`config.mk`:
```
export PLATFORM = sky130hd
export DESIGN_NAME = timer_counter
export DESIGN_NICKNAME = d
export VERILOG_FILES = /design/src/rtl/timer_counter.sv
export SDC_FILE = /design/constraint.sdc
export NUM_CORES = 1
export LEC_CHECK = 0
export CAP_MARGIN = 40
export CORE_MARGIN = 3
export CORE_UTILIZATION = 30
export DETAILED_ROUTE_END_ITERATION = 10
export PLACE_DENSITY_LB_ADDON = 0.25
export SLEW_MARGIN = 20
export SYNTH_ARGS = -nofsm -noshare
export SYNTH_HDL_FRONTEND = slang
export SYNTH_SLANG_ARGS = --single-unit
```
`constraint.sdc`:
```
create_clock -name clk -period 2.8 [get_ports clk]
set_input_delay 0.56 -clock clk [delete_from_list [all_inputs] [get_ports clk]]
set_output_delay 0.56 -clock clk [all_outputs]
set_load 0.005 [all_outputs]
```
`src/rtl/timer_counter.sv`:
```
// ---------------------------------------------------------------------------
// timer_counter
//   32-bit down-counting timer engine behind the Picoblaze timer register
//   block. A free-running prescaler divides the clock into count ticks; on
//   each tick the counter decrements, and when it is already zero the tick is
//   an expiry: a one-clock timer_expired pulse, the sticky timer_interrupt is
//   set (unless timer_interrupt_clear holds it low) and the counter reloads
//   from timer_count.
//
//   Optional feature macro: TIMER_COUNTER_ONESHOT_EN
//     Defined   : an expiry parks the engine in DONE with the counter at 0;
//                 timer_enable must go low (back to IDLE) to re-arm.
//     Undefined : periodic auto-reload (IDLE and RUN states only).
// ---------------------------------------------------------------------------
module timer_counter #(
    parameter int PRESCALE_DIV   = 1,   // clocks per count tick, >= 1
    parameter int PRESCALE_WIDTH = 16   // PRESCALE_DIV < 2**PRESCALE_WIDTH
) (
    input  logic        clk,
    input  logic        reset,
    input  logic        timer_enable,
    input  logic [31:0] timer_count,
    input  logic        timer_interrupt_clear,
    output logic        timer_interrupt,
    output logic        timer_expired,
    output logic [31:0] timer_current,
    output logic        timer_running
);

    typedef enum logic [1:0] {
        ST_IDLE = 2'd0,
        ST_RUN  = 2'd1
`ifdef TIMER_COUNTER_ONESHOT_EN
        ,
        ST_DONE = 2'd2
`endif
    } state_e;

    // Prescaler value on which a tick is issued.
    localparam logic [PRESCALE_WIDTH-1:0] TICK_AT = PRESCALE_WIDTH'(PRESCALE_DIV - 1);

    state_e                    state_q,     state_d;
    logic [PRESCALE_WIDTH-1:0] prescaler_q, prescaler_d;
    logic [31:0]               current_q,   current_d;
    logic                      interrupt_q, interrupt_d;
    logic                      expired_q,   expired_d;
    logic                      running_q,   running_d;

    logic tick;
    logic expiry;

    assign tick = (prescaler_q == TICK_AT);

    // Next-state logic: FSM, prescaler, counter and the derived outputs.
    always_comb begin
        // NOTE: every signal gets a default before the case so no path leaves
        // it unassigned -- otherwise synthesis infers a latch.
        state_d     = state_q;
        prescaler_d = prescaler_q;
        current_d   = current_q;
        expiry      = 1'b0;

        case (state_q)
            ST_IDLE: begin
                prescaler_d = '0;
                if (timer_enable) begin
                    current_d = timer_count;
                    state_d   = ST_RUN;
                end
            end

            ST_RUN: begin
                if (!timer_enable) begin
                    // Disable wins over a coincident tick: counter freezes.
                    state_d     = ST_IDLE;
                    prescaler_d = '0;
                end else if (tick) begin
                    prescaler_d = '0;
                    if (current_q != 32'd0) begin
                        current_d = current_q - 32'd1;
                    end else begin
                        expiry = 1'b1;
`ifdef TIMER_COUNTER_ONESHOT_EN
                        state_d   = ST_DONE;
                        current_d = 32'd0;
`else
                        // Reload uses the value present on this clock, so
                        // mid-count writes only take effect here.
                        current_d = timer_count;
`endif
                    end
                end else begin
                    prescaler_d = prescaler_q + PRESCALE_WIDTH'(1);
                end
            end

`ifdef TIMER_COUNTER_ONESHOT_EN
            ST_DONE: begin
                prescaler_d = '0;
                if (!timer_enable) begin
                    state_d = ST_IDLE;
                end
            end
`endif

            default: begin
                state_d     = ST_IDLE;
                prescaler_d = '0;
            end
        endcase

        // Clear has priority over a coincident expiry.
        expired_d   = expiry;
        interrupt_d = timer_interrupt_clear ? 1'b0 : (interrupt_q | expiry);
        running_d   = (state_d == ST_RUN);
    end

    // State and output registers with synchronous active-high reset.
    always_ff @(posedge clk) begin
        // NOTE: state registers use non-blocking assignments so every flop
        // samples the pre-edge value regardless of statement order.
        if (reset) begin
            state_q     <= ST_IDLE;
            prescaler_q <= '0;
            current_q   <= 32'd0;
            interrupt_q <= 1'b0;
            expired_q   <= 1'b0;
            running_q   <= 1'b0;
        end else begin
            state_q     <= state_d;
            prescaler_q <= prescaler_d;
            current_q   <= current_d;
            interrupt_q <= interrupt_d;
            expired_q   <= expired_d;
            running_q   <= running_d;
        end
    end

    assign timer_interrupt = interrupt_q;
    assign timer_expired   = expired_q;
    assign timer_current   = current_q;
    assign timer_running   = running_q;

endmodule

```
# Word-level counts from Yosys, hierarchy flattened

Cells that the tools add are included.

Equality and inequality tests: 5
Reductions and logical operators: 7
Mux-type cells: 12
Bitwise logic cells: 3
Add/sub/neg operators: 2

Operator list:

| cell                                                | count |
|---|---|
| 2-to-1 mux 32 bit                                   | 4 |
| case mux 32 bit (2 select lines)                    | 1 |
| nonzero test 32 bit                                 | 1 |
| subtractor 32 x 1 -> 32 bit (second input constant) | 1 |
| adder 16 x 1 -> 16 bit (second input constant)      | 1 |
| zero test 16 bit                                    | 1 |
| != test 2 bit (second input constant)               | 3 |
| == test 2 x 1 -> 1 bit (second input constant)      | 2 |
| 2-to-1 mux 1 bit                                    | 4 |
| 2-to-1 mux 2 bit                                    | 2 |
| case mux 2 bit (2 select lines)                     | 1 |
| AND reduction 4 bit                                 | 1 |
| OR reduction 4 bit                                  | 1 |
| zero test 2 bit                                     | 1 |
| NOT 1 bit                                           | 2 |
| nonzero test 2 bit                                  | 1 |
| OR reduction 2 bit                                  | 1 |
| bitwise OR 1 bit                                    | 1 |

Output and inout port bits: 35
Flip-flop bits (word level): 53

# Longest topological paths before layout

Gate-level depths: netlist of the first run.

Depth in word-level cells: 6
Mapped depth: 9

# Worst setup path before layout of the first run

Ideal clock, no wire load.

Kind: reg-to-reg
Start: register current_q[6] (netlist: timer_current[6])
End: register current_q[17] (netlist: timer_current[17])
Slack: 0.668 ns
Buffers on the path: 1
Required time: 2.683 ns
Stages on the path, launching flop included: 7
Library setup time: 0.117 ns
Arrival: 2.014 ns
Path through: dfxtp_1 > or4_4 > or4_1 > buf_4 > nor3_2 > o21ai_1 > a32o_1

Cells in the longest elaborated chain, start to end: 5
Elaborated cells on any way between the ends: 6

RTL lines:

| element                                                            | RTL line | text |
|---|---|---|
| start, declared                                                    | 44       | `logic [31:0] current_q, current_d;` |
| start signal, assigned                                             | 132      | `current_q <= current_d;` |
| subtractor 32 x 1 -> 32 bit or nonzero test 32 bit (tied branches) | 80, 79   |  |
| 2-to-1 mux 32 bit (*)                                              | 79       | `if (current_q != 32'd0) begin` |
| 2-to-1 mux 32 bit (*)                                              | 77       | `end else if (tick) begin` |
| 2-to-1 mux 32 bit (*)                                              | 73       | `if (!timer_enable) begin` |
| case mux 32 bit (2 select lines) (*)                               | 63       | `case (state_q)` |

Every way passes the cells marked *; elsewhere a longest branch is shown, timed or not. The select of a mux whose other input is x is not followed.
A chain may end at the register's enable or synchronous reset.

# Final worst setup path of the first run

Same ends and word-level chain as after synthesis.

==> impl_metrics.csv, run 1 <==
group,metric,value,unit
status,status,"completed",
detailed_routing,drt-initial-drc-count,307,
clocking,cts_resized,0,
pwr,power.density,427,mW/mm2
detailed_routing,ant_nets,0,
global_routing,grt_max_degree,19,
floorplanning,std_cell_rows,36,
clocking,htree_levels,2,
worst_setup_path,cp-start-kind,"flop",
clocking,cts_sinks,53,
worst_setup_path,worstSetupPathType,"reg2reg",
timing,final_max_slew_viol_count,0,
worst_hold_path,worstHoldPathCells,2,
pwr,vdd_drop_max,0.190,mV
synthesis,synth_edf_count,0,
worst_hold_path,holdPathEnd,"timer_interrupt$_SDFF_PP0_",
synthesis,synthTopCellsByArea,"dfxtp_1 33%, o32ai_1 4.4%, nor2_1 3.8%",
place,place_congestion,0.829,
worst_setup_path,cpPeakStageDelay,0.78,ns
synthesis,syn-num-nets,432,
timing,hold_viol,0,
run,maxCapViolations,0,
worst_setup_path,path_cells,"or4_4 > or4_1 > nor3_2 > o21ai_1 > a32o_1",
timing,fin_crit_sh,85.0,%
timing,finalSetupViolations,0,
worst_setup_path,required,3.02,ns
pwr,leakagePower,0.00143,uW
floorplanning,die_height,109,um
global_routing,grt_pass1_vias,3213,
worst_setup_path,crit_path_top_delay_cell,"or4_1",
detailed_routing,drt-total-wl,10.5,mm
worst_setup_path,reg2reg_depth,5,
clocking,clkSlewWorstSetupHoldPaths,0.11,ns
clocking,cts-root-buf,"clkbuf_8",
synthesis,ys_warn_count,0,
floorplanning,ios,71,
clocking,clock_path_buffers,2,
floorplanning,core,0.0100,mm2
place,dp_hpwl,7.60,mm
worst_setup_path,worst_r2r_startpoint,"timer_current[6]$_SDFFE_PP0P_",
worst_setup_path,rrSetupSlack,0.42,ns
worst_hold_path,holdCritStartpoint,"timer_interrupt$_SDFF_PP0_",
detailed_routing,vias,3415,
detailed_routing,remaining_drc_errors,0,
synthesis,synth_top_area_share,33.4,%
cells_and_area,fin_cells,600,
detailed_routing,wire_per_inst,17.5,um
timing,finalClockSkew,0.0114,ns
clocking,tritoncts,"built",
place,dp.cells,592,
clocking,cts_made_buffers,5,
detailed_routing,viasPerCell,5.69,
timing,slew_headroom,55.2,%
synthesis,ys_async_sr_fraction,0,%
worst_setup_path,arrival,2.60,ns
worst_setup_path,crit_path_max_fanout,9,
floorplanning,die_x,109,um
floorplanning,start_util,31.6,%
cells_and_area,fin_nets,506,
timing,max_clock_freq,420,MHz
timing,tightest_slew,0.666,ns
global_routing,gr-total-overflow,0,
cells_and_area,diodes,0,
timing,fin_setup_tns,0,ns
cells_and_area,drive_gt1_share,10.1,%
worst_setup_path,r2r-end,"timer_current[17]$_SDFFE_PP0P_",
synthesis,yosys.area.top_type,"dfxtp_1",
global_routing,grt_util_all_layers,17.6,%
global_routing,antenna_found_initial,0,
timing,fin_hold_ws,0.489,ns
clocking,ctsHoldBuffers,0,
synthesis,synth.cell_area,0.00317,mm2
synthesis,ys_ff_latch,53,
synthesis,synth_seq_area_share,33.4,%
worst_hold_path,min_path_type,"reg2reg",
detailed_routing,first_pass_iters,6,
synthesis,synth_cell_types,59,
timing,period_needed,2.38,ns
timing,grt_setup_unrepaired,"false",
synthesis,syn_area_per_cell,8.10,um2
clocking,clk_latency,0.32,ns
place,io_buffers,70,
worst_setup_path,crit_path_end_kind,"flop",
synthesis,synth_flop_cell,"dfxtp_1",
floorplanning,die_area,0.0119,mm2
synthesis,syn_inst,392,
cells_and_area,area_delta_synth_final,33.3,%
clocking,post_cts_buffers,0,
global_routing,grt_pass1_wl,16.8,mm
cell type report:
type,count,area (um2)
inverter,23,86.3
sequential,53,1060
multi-input combinational,289,1930
fill,988,5810
clock buffer,5,68.8
tap,133,166
clock inverter,3,25.0
timing repair buffer,94,893
layer usage:
| metal | track usage [%] | vias to the layer above | share of wire [%] | wire, um |
|---|---|---|---|---|
| met2 | 26.9 | 157 | 44 | 4640 |
| met3 | 2.55 | 9 | 7.6 | 794 |
| met1 | 25.7 | 1601 | 47 | 4940 |
| met4 | 5.23 | 0 | 0.98 | 103 |
| li1 | - | 1648 | - | - |
| met5 | 0 | - | 0 | 0 |
cell usage in the layout, fill, tap and decap left out, types with 3 or more instances in the layout:
master,Yosys,final
buf_4,1,23
inv_1,23,23
or4_1,4,4
nand2b_1,3,3
nor4_2,6,6
nor2b_1,3,3
nand4_1,12,12
dfxtp_1,53,53
nor4b_1,4,4
xor2_1,8,8
xnor2_1,5,5
o311ai_1,4,4
nand2_1,26,26
nor4_1,17,17
mux2i_1,7,7
and4_1,6,6
and3_1,7,7
a22oi_1,8,8
nor2_1,32,32
nor3_1,17,17
o211ai_1,4,4
a32o_1,6,6
clkdlybuf4s50_1,0,70
ha_1,4,4
a2bb2oi_1,3,3
a32oi_1,4,4
o21ai_1,5,5
a22o_1,3,3
clkbuf_8,0,5
a21oi_1,21,21
nand3_1,16,16
o21ai_0,3,3
o32ai_1,16,16
or3_1,4,4
metrics by stage:
| step | power (uW) | setup slack, ns | instance area [um2] | utilization, % |
|---|---|---|---|---|
| global route | 1900 | 0.282 | 4230 | 42.1 |
| CTS | 1810 | 0.441 | 4230 | 42.1 |
| floorplan | 1110 | 0.668 | 3170 | - |
| finish | 1810 | 0.419 | 4230 | 42.1 |
| global placement | 1340 | 0.498 | 4140 | 41.2 |
| detailed placement | 1350 | 0.453 | 4140 | 41.2 |
logic make-up after synthesis:
kind of cell,synth area share [%]
compound gates,21.5
other cells,0.118
flops,33.4
fa+ha+maj,1.58
simple gates,30.2
xor+xnor,3.59
buf+inv,6.31
mux,3.27
worst max-delay path by stage:
stage                                         startpoint                             end  slack, ns
after floorplan            timer_current[6]$_SDFFE_PP0P_  timer_current[17]$_SDFFE_PP0P_       0.67
after CTS                  timer_current[6]$_SDFFE_PP0P_  timer_current[17]$_SDFFE_PP0P_       0.44
final                      timer_current[6]$_SDFFE_PP0P_  timer_current[17]$_SDFFE_PP0P_       0.42
after detailed placement   timer_current[6]$_SDFFE_PP0P_  timer_current[17]$_SDFFE_PP0P_       0.45
after global routing      timer_current[20]$_SDFFE_PP0P_      timer_interrupt$_SDFF_PP0_       0.28
after global placement     timer_current[6]$_SDFFE_PP0P_  timer_current[17]$_SDFFE_PP0P_       0.50
cells in the mapped netlist, types with 3 or more instances:
master / n
dfxtp_1: 53
nor2_1: 32
nand2_1: 26
inv_1: 23
a21oi_1: 21
clkbuf_1: 18
nor3_1: 17
nor4_1: 17
nand3_1: 16
o32ai_1: 16
nand4_1: 12
a22oi_1: 8
xor2_1: 8
and3_1: 7
buf_2: 7
mux2i_1: 7
a32o_1: 6
and4_1: 6
nor4_2: 6
o21ai_1: 5
xnor2_1: 5
a32oi_1: 4
ha_1: 4
nor4b_1: 4
o211ai_1: 4
o311ai_1: 4
or3_1: 4
or4_1: 4
a22o_1: 3
a2bb2oi_1: 3
nand2b_1: 3
nor2b_1: 3
o21ai_0: 3
critical path: cells and delay by family (launching register included):
kind,cells,cell delay [ns]
and+or+nand+nor,3,1.55
DFF,1,0.39
AOI/OAI and AO/OA,2,0.34
registers in the layout, indices dropped and copies added, names as in the netlist:
name	flops
timer_expired	1
timer_running	1
timer_current	32
state_q	2
prescaler_q	16
timer_interrupt	1
power by group:
group | total, uW | internal (uW) | switching, uW
combinational | 519 | 233 | 285
clock | 469 | 182 | 287
sequential | 820 | 780 | 39.8
total | 1810 | 1190 | 612
Note: power is estimated with default switching activity, not from simulation.
==> run 2: changes to the inputs <==
--- a/config.mk
+++ b/config.mk
@@ -9,7 +9,7 @@
 export CORE_MARGIN = 3
 export CORE_UTILIZATION = 30
 export DETAILED_ROUTE_END_ITERATION = 10
-export PLACE_DENSITY_LB_ADDON = 0.25
+export PLACE_DENSITY_LB_ADDON = 0.05
 export SLEW_MARGIN = 20
 export SYNTH_ARGS = -nofsm -noshare
 export SYNTH_HDL_FRONTEND = slang
==> constraint.sdc (replaced) <==
create_clock -name clk -period 2.02 [get_ports clk]
set_input_delay 0.606 -clock clk [delete_from_list [all_inputs] [get_ports clk]]
set_output_delay 0.606 -clock clk [all_outputs]
set_load 0.005 [all_outputs]
==> impl_metrics.csv, run 2 (synthesis results as in run 1) <==
group,metric,value,unit
status,status,"finished with violations",
status,failed_checks,"negative setup slack",
worst_setup_path,reg2reg_depth,5,
floorplanning,std_cell_rows,36,
place,place_congestion,0.843,
worst_setup_path,arrival,2.34,ns
run,maxCapViolations,0,
global_routing,use_met1,30.2,%
floorplanning,die_x,109,um
cells_and_area,final_common_cell,"buf_4",
place,io_buffers,70,
global_routing,grt_pass1_wl,18.7,mm
timing,final_max_slew_viol_count,0,
timing,hold_viol,0,
global_routing,grt.met3_usage,2.72,%
detailed_routing,ant_nets,0,
place,dp_hpwl,8.89,mm
cells_and_area,largest_register_ffs,32,
worst_setup_path,worstSetupPathType,"reg2reg",
timing,grt_setup_unrepaired,"true",
worst_setup_path,crit_cells,5,
clocking,clock_path_buffers,2,
cells_and_area,fin_nets,591,
pwr,power.density,535,mW/mm2
place,postPlaceCellArea,0.00476,mm2
worst_hold_path,worstHoldPathCells,2,
worst_setup_path,cpMostUsedCell,"or4_4",
cells_and_area,diodes,0,
global_routing,top_usage_layer,"met2",
worst_setup_path,cpPeakStageDelay,0.61,ns
pwr,vdd_drop_max,0.276,mV
worst_hold_path,min_path_type,"reg2reg",
worst_setup_path,crit_path_top_delay_cell,"or4_4",
pwr,leakagePower,0.00197,uW
cells_and_area,final_cell_mix,"98 x buf_4, 69 x clkdlybuf4s50_1, 42 x dfxtp_1",
clocking,cts_made_buffers,5,
floorplanning,die_area,0.0119,mm2
floorplanning,die_height,109,um
worst_setup_path,worst_r2r_startpoint,"timer_current[9]$_SDFFE_PP0P_",
timing,finalSetupViolations,7,
worst_setup_path,crit_path_max_fanout,5,
clocking,htree_levels,2,
global_routing,grt_pass1_vias,3419,
worst_setup_path,crit_path_end_kind,"flop",
worst_setup_path,r2r-end,"timer_current[21]$_SDFFE_PP0P_",
worst_setup_path,rrSetupSlack,-0.1,ns
timing,fin_ws,-0.0998,ns
detailed_routing,wire_per_inst,17.9,um
global_routing,gr-total-overflow,0,
timing,max_clock_freq,472,MHz
worst_setup_path,path_buf_inv,0,
worst_setup_path,required,2.24,ns
worst_setup_path,cp-start-kind,"flop",
clocking,cts-root-buf,"clkbuf_8",
place,dp_slack,-0.156,ns
timing,finalClockSkew,0.00891,ns
cells_and_area,fin_area,0.00516,mm2
clocking,clkSlewWorstSetupHoldPaths,0.10,ns
floorplanning,start_util,31.6,%
detailed_routing,remaining_drc_errors,0,
detailed_routing,viasPerCell,5.54,
cells_and_area,drive_gt1_share,30.4,%
floorplanning,core,0.0100,mm2
worst_setup_path,crit_end,"timer_current[21]$_SDFFE_PP0P_",
detailed_routing,drt-initial-drc-count,223,
detailed_routing,vias,3794,
global_routing,grt_util_all_layers,20.1,%
worst_setup_path,cpLargestDelayFamily,"simple AND/OR/NAND/NOR gates",
worst_setup_path,path_cells,"or4_4 > or4_4 > nor4_4 > nand4_1 > o311ai_1",
cells_and_area,fillerInstances,985,
cells_and_area,area_delta_synth_final,62.6,%
clocking,clk_latency,0.31,ns
global_routing,use_met2,30.9,%
worst_setup_path,crit_start,"timer_current[9]$_SDFFE_PP0P_",
timing,period_needed,2.12,ns
global_routing,grt_max_degree,20,
global_routing,antenna_found_initial,0,
floorplanning,ios,71,
clocking,cts_sinks,53,
timing,fin_crit_sh,105,%
clocking,tritoncts,"built",
detailed_routing,drt-total-wl,12.3,mm
detailed_routing,first_pass_iters,4,
[run 2: changes by cell type in the layout (fill, tap and decap cells not counted), moves of 3 or more]
cell	change
nor4_1	-3
dfxtp_1	-11
and4_1	-3
buf_4	+75
dfxtp_2	+11
nor4_4	+5
or3_4	+3
buf_12	+4
or3_1	-3
buf_6	+3
[run 2: timing repair]
action | in CTS | in global routing
setup endpoints to repair | 29 | 35
setup buffers | 5 | 4
hold buffers | 0 | 0
resized for setup | 13 | 36
pin swaps | 8 | 11
cloned | 1 | 1
[run 2: final cells by class]
| class | instances | area [um2] | share of cell area, % |
|---|---|---|---|
| multi-input combinational | 290 | 2140 | 41.4 |
| inverter | 23 | 86.3 | 1.67 |
| clock inverter | 2 | 10.0 | 0.194 |
| timing repair buffer | 178 | 1610 | 31.3 |
| sequential | 53 | 1070 | 20.8 |
| clock buffer | 6 | 72.6 | 1.41 |
| tap | 133 | 166 | 3.23 |
[run 2: worst register-to-register path: stages, from the launching register on]
cell and delay [ns]:
dfxtp_2 0.33, or4_4 0.56, or4_4 0.61, nor4_4 0.31, nand4_1 0.12, o311ai_1 0.10
[run 2: per-layer routing]
| metal | up-vias | share of wire (%) |
|---|---|---|
| li1 | 1824 | - |
| met1 | 1783 | 48 |
| met2 | 181 | 44 |
| met3 | 6 | 7.5 |
| met4 | 0 | 0.57 |
| met5 | - | 0 |
[run 2: worst min path at each step]
stage                          startpoint  slack, ns                    endpoint
3_5_place_dp   timer_interrupt$_SDFF_PP0_       0.46  timer_interrupt$_SDFF_PP0_
3_3_place_gp   timer_interrupt$_SDFF_PP0_       0.45  timer_interrupt$_SDFF_PP0_
5_1_grt        timer_interrupt$_SDFF_PP0_       0.52  timer_interrupt$_SDFF_PP0_
4_1_cts        timer_interrupt$_SDFF_PP0_       0.47  timer_interrupt$_SDFF_PP0_
2_1_floorplan   prescaler_q[0]$_SDFF_PP0_       0.44   prescaler_q[0]$_SDFF_PP0_
6_report       timer_interrupt$_SDFF_PP0_       0.48  timer_interrupt$_SDFF_PP0_
[run 2: through the flow]
| step | util (%) | hold WS (ns) | power (uW) | instances | TNS [ns] |
|---|---|---|---|---|---|
| final | 51.4 | 0.482 | 2760 | 685 | -0.227 |
| after global routing | 51.4 | 0.521 | 2910 | 685 | -1.13 |
| after detailed placement | 47.4 | 0.459 | 2050 | 666 | -3.78 |
| after global placement | 47.4 | 0.448 | 2050 | 666 | -3.05 |
| after floorplan | - | 0.438 | 1550 | 392 | -0.0397 |
| after CTS | 49.2 | 0.474 | 2700 | 680 | -0.248 |
[run 2: power by group]
part	internal [uW]	switching [uW]
sequential	1080	33.6
combinational	529	519
clock	242	356
total	1850	908
==> run 3: changes to the inputs <==
--- a/config.mk
+++ b/config.mk
@@ -6,7 +6,7 @@
 export NUM_CORES = 1
 export LEC_CHECK = 0
 export CAP_MARGIN = 40
-export CORE_MARGIN = 3
+export CORE_MARGIN = 2
 export CORE_UTILIZATION = 30
 export DETAILED_ROUTE_END_ITERATION = 10
 export PLACE_DENSITY_LB_ADDON = 0.05
==> impl_metrics.csv, run 3 (synthesis results as in run 1) <==
group,metric,value,unit
status,status,"finished with violations",
status,failed_checks,"negative setup slack",
timing,grt_setup_unrepaired,"true",
pwr,leakagePower,0.00192,uW
global_routing,grt_util_all_layers,21.7,%
detailed_routing,ant_nets,0,
global_routing,grt_max_degree,19,
clocking,cts-root-buf,"clkbuf_8",
cells_and_area,largest_register_ffs,32,
detailed_routing,first_pass_iters,4,
worst_setup_path,crit_path_top_delay_cell,"or4_4",
detailed_routing,vias,3745,
worst_setup_path,arrival,2.35,ns
worst_setup_path,rrSetupSlack,-0.1,ns
worst_setup_path,path_cells,"or4_4 > or4_4 > nor3_4 > o21ai_1 > a32o_1",
cells_and_area,final_cell_mix,"98 x buf_4, 70 x clkdlybuf4s50_1, 46 x dfxtp_1",
worst_hold_path,min_path_type,"reg2reg",
cells_and_area,fin_util,49.4,%
global_routing,gr-total-overflow,0,
clocking,clock_path_buffers,2,
pwr,finalPower,2800,uW
timing,final_max_slew_viol_count,0,
timing,fin_hold_ws,0.471,ns
timing,fin_setup_tns,-0.463,ns
worst_setup_path,crit_path_end_kind,"flop",
clocking,htree_levels,2,
timing,finalClockSkew,0.0107,ns
clocking,clk_latency,0.32,ns
floorplanning,die_height,107,um
pwr,power.density,552,mW/mm2
timing,fin_crit_sh,105,%
clocking,cts_made_buffers,5,
worst_setup_path,cpPeakStageDelay,0.61,ns
worst_setup_path,worstSetupPathType,"reg2reg",
place,place_congestion,0.883,
global_routing,grt_pass1_vias,3620,
floorplanning,std_cell_rows,37,
cells_and_area,fillerInstances,1058,
run,maxCapViolations,0,
place,io_buffers,70,
floorplanning,start_util,30.9,%
detailed_routing,viasPerCell,5.44,
clocking,cts_sinks,53,
worst_setup_path,cp-start-kind,"flop",
global_routing,antenna_found_initial,0,
floorplanning,die_x,107,um
worst_setup_path,required,2.25,ns
clocking,clkSlewWorstSetupHoldPaths,0.11,ns
detailed_routing,drt-initial-drc-count,165,
detailed_routing,remaining_drc_errors,0,
timing,finalSetupViolations,14,
detailed_routing,drt-total-wl,12.4,mm
timing,hold_viol,0,
floorplanning,die_area,0.0114,mm2
timing,period_needed,2.12,ns
cells_and_area,area_delta_synth_final,60.0,%
timing,max_clock_freq,472,MHz
clocking,tritoncts,"built",
cells_and_area,final_common_cell,"buf_4",
detailed_routing,wire_per_inst,18.1,um
worst_setup_path,cpMostUsedCell,"or4_4",
floorplanning,core,0.0103,mm2
cells_and_area,fin_nets,591,
place,dp_hpwl,9.11,mm
timing,fin_ws,-0.0999,ns
cells_and_area,diodes,0,
cells_and_area,drive_gt1_share,28.8,%
worst_setup_path,crit_path_max_fanout,5,
floorplanning,ios,71,
global_routing,grt_pass1_wl,19.4,mm
clocking,ctsHoldBuffers,0,
pwr,vdd_drop_max,0.237,mV
-- run 3: cell types whose count changed in the layout (fill, tap and decap cells not counted), moves of 2 or more --
cell	change
clkinv_2	-2
dfxtp_1	+4
dfxtp_2	-4
inv_6	+2
nor4_1	-2
nor4_2	+6
nor4_4	-4
o311ai_2	-2
o32ai_1	+2
o32ai_2	-2
or3_1	+2
or3_4	-2
-- run 3: routing by layer --
layer	routed length [um]	global-route usage, %	vias up
li1	-	-	1821
met1	6110	31.1	1812
met2	5620	34.4	106
met3	611	3.34	6
met4	93	4.55	0
met5	0	0	-
-- run 3: path summary, 6_finish.rpt --
path / startpoint / end / cells past startpoint
worst max-delay path: timer_current[7]$_SDFFE_PP0P_ / timer_current[17]$_SDFFE_PP0P_ / 5
worst min-delay path: timer_interrupt$_SDFF_PP0_ / timer_interrupt$_SDFF_PP0_ / 2
worst max register to register: timer_current[7]$_SDFFE_PP0P_ / timer_current[17]$_SDFFE_PP0P_ / 5
worst min register to register: timer_interrupt$_SDFF_PP0_ / timer_interrupt$_SDFF_PP0_ / 2
-- run 3: worst max-delay path: cells and delay by family, from the launching register on --
family             cells  cell delay, ns
AOI/OAI and AO/OA      2            0.30
and+or+nand+nor        3            1.37
DFF                    1            0.36
-- run 3: where the power goes --
group          internal (uW)  switching (uW)
Combinational            511             509
Sequential              1080            31.3
Clock                    254             415
-- run 3: through the flow --
step | cells | instance area [um2] | setup slack [ns]
floorplan | 392 | 3210 | -0.0397
global placement | 672 | 4780 | -0.125
detailed placement | 672 | 4780 | -0.141
CTS | 686 | 4960 | -0.0863
global route | 688 | 5080 | -0.148
finish | 688 | 5080 | -0.0999
-- run 3: repair_timing --
| item | 4_1_cts | 5_1_grt |
|---|---|---|
| resized for setup | 8 | 27 |
| endpoints found under the setup margin | 31 | 36 |
| gates cloned | 2 | 1 |
| pin swaps | 2 | 5 |
| setup buffers | 4 | 1 |
| hold endpoints to repair | 0 | 0 |
-- run 3: cell type report --
class / count / area [um2] / share of cell area [%]
Clock buffer: 5 / 68.8 / 1.36
Clock inverter: 3 / 25.0 / 0.493
Tap cell: 136 / 170 / 3.35
Sequential cell: 53 / 1070 / 21.1
Multi-Input combinational cell: 291 / 2080 / 41.0
Inverter: 23 / 86.3 / 1.70
Timing Repair Buffer: 177 / 1580 / 31.0
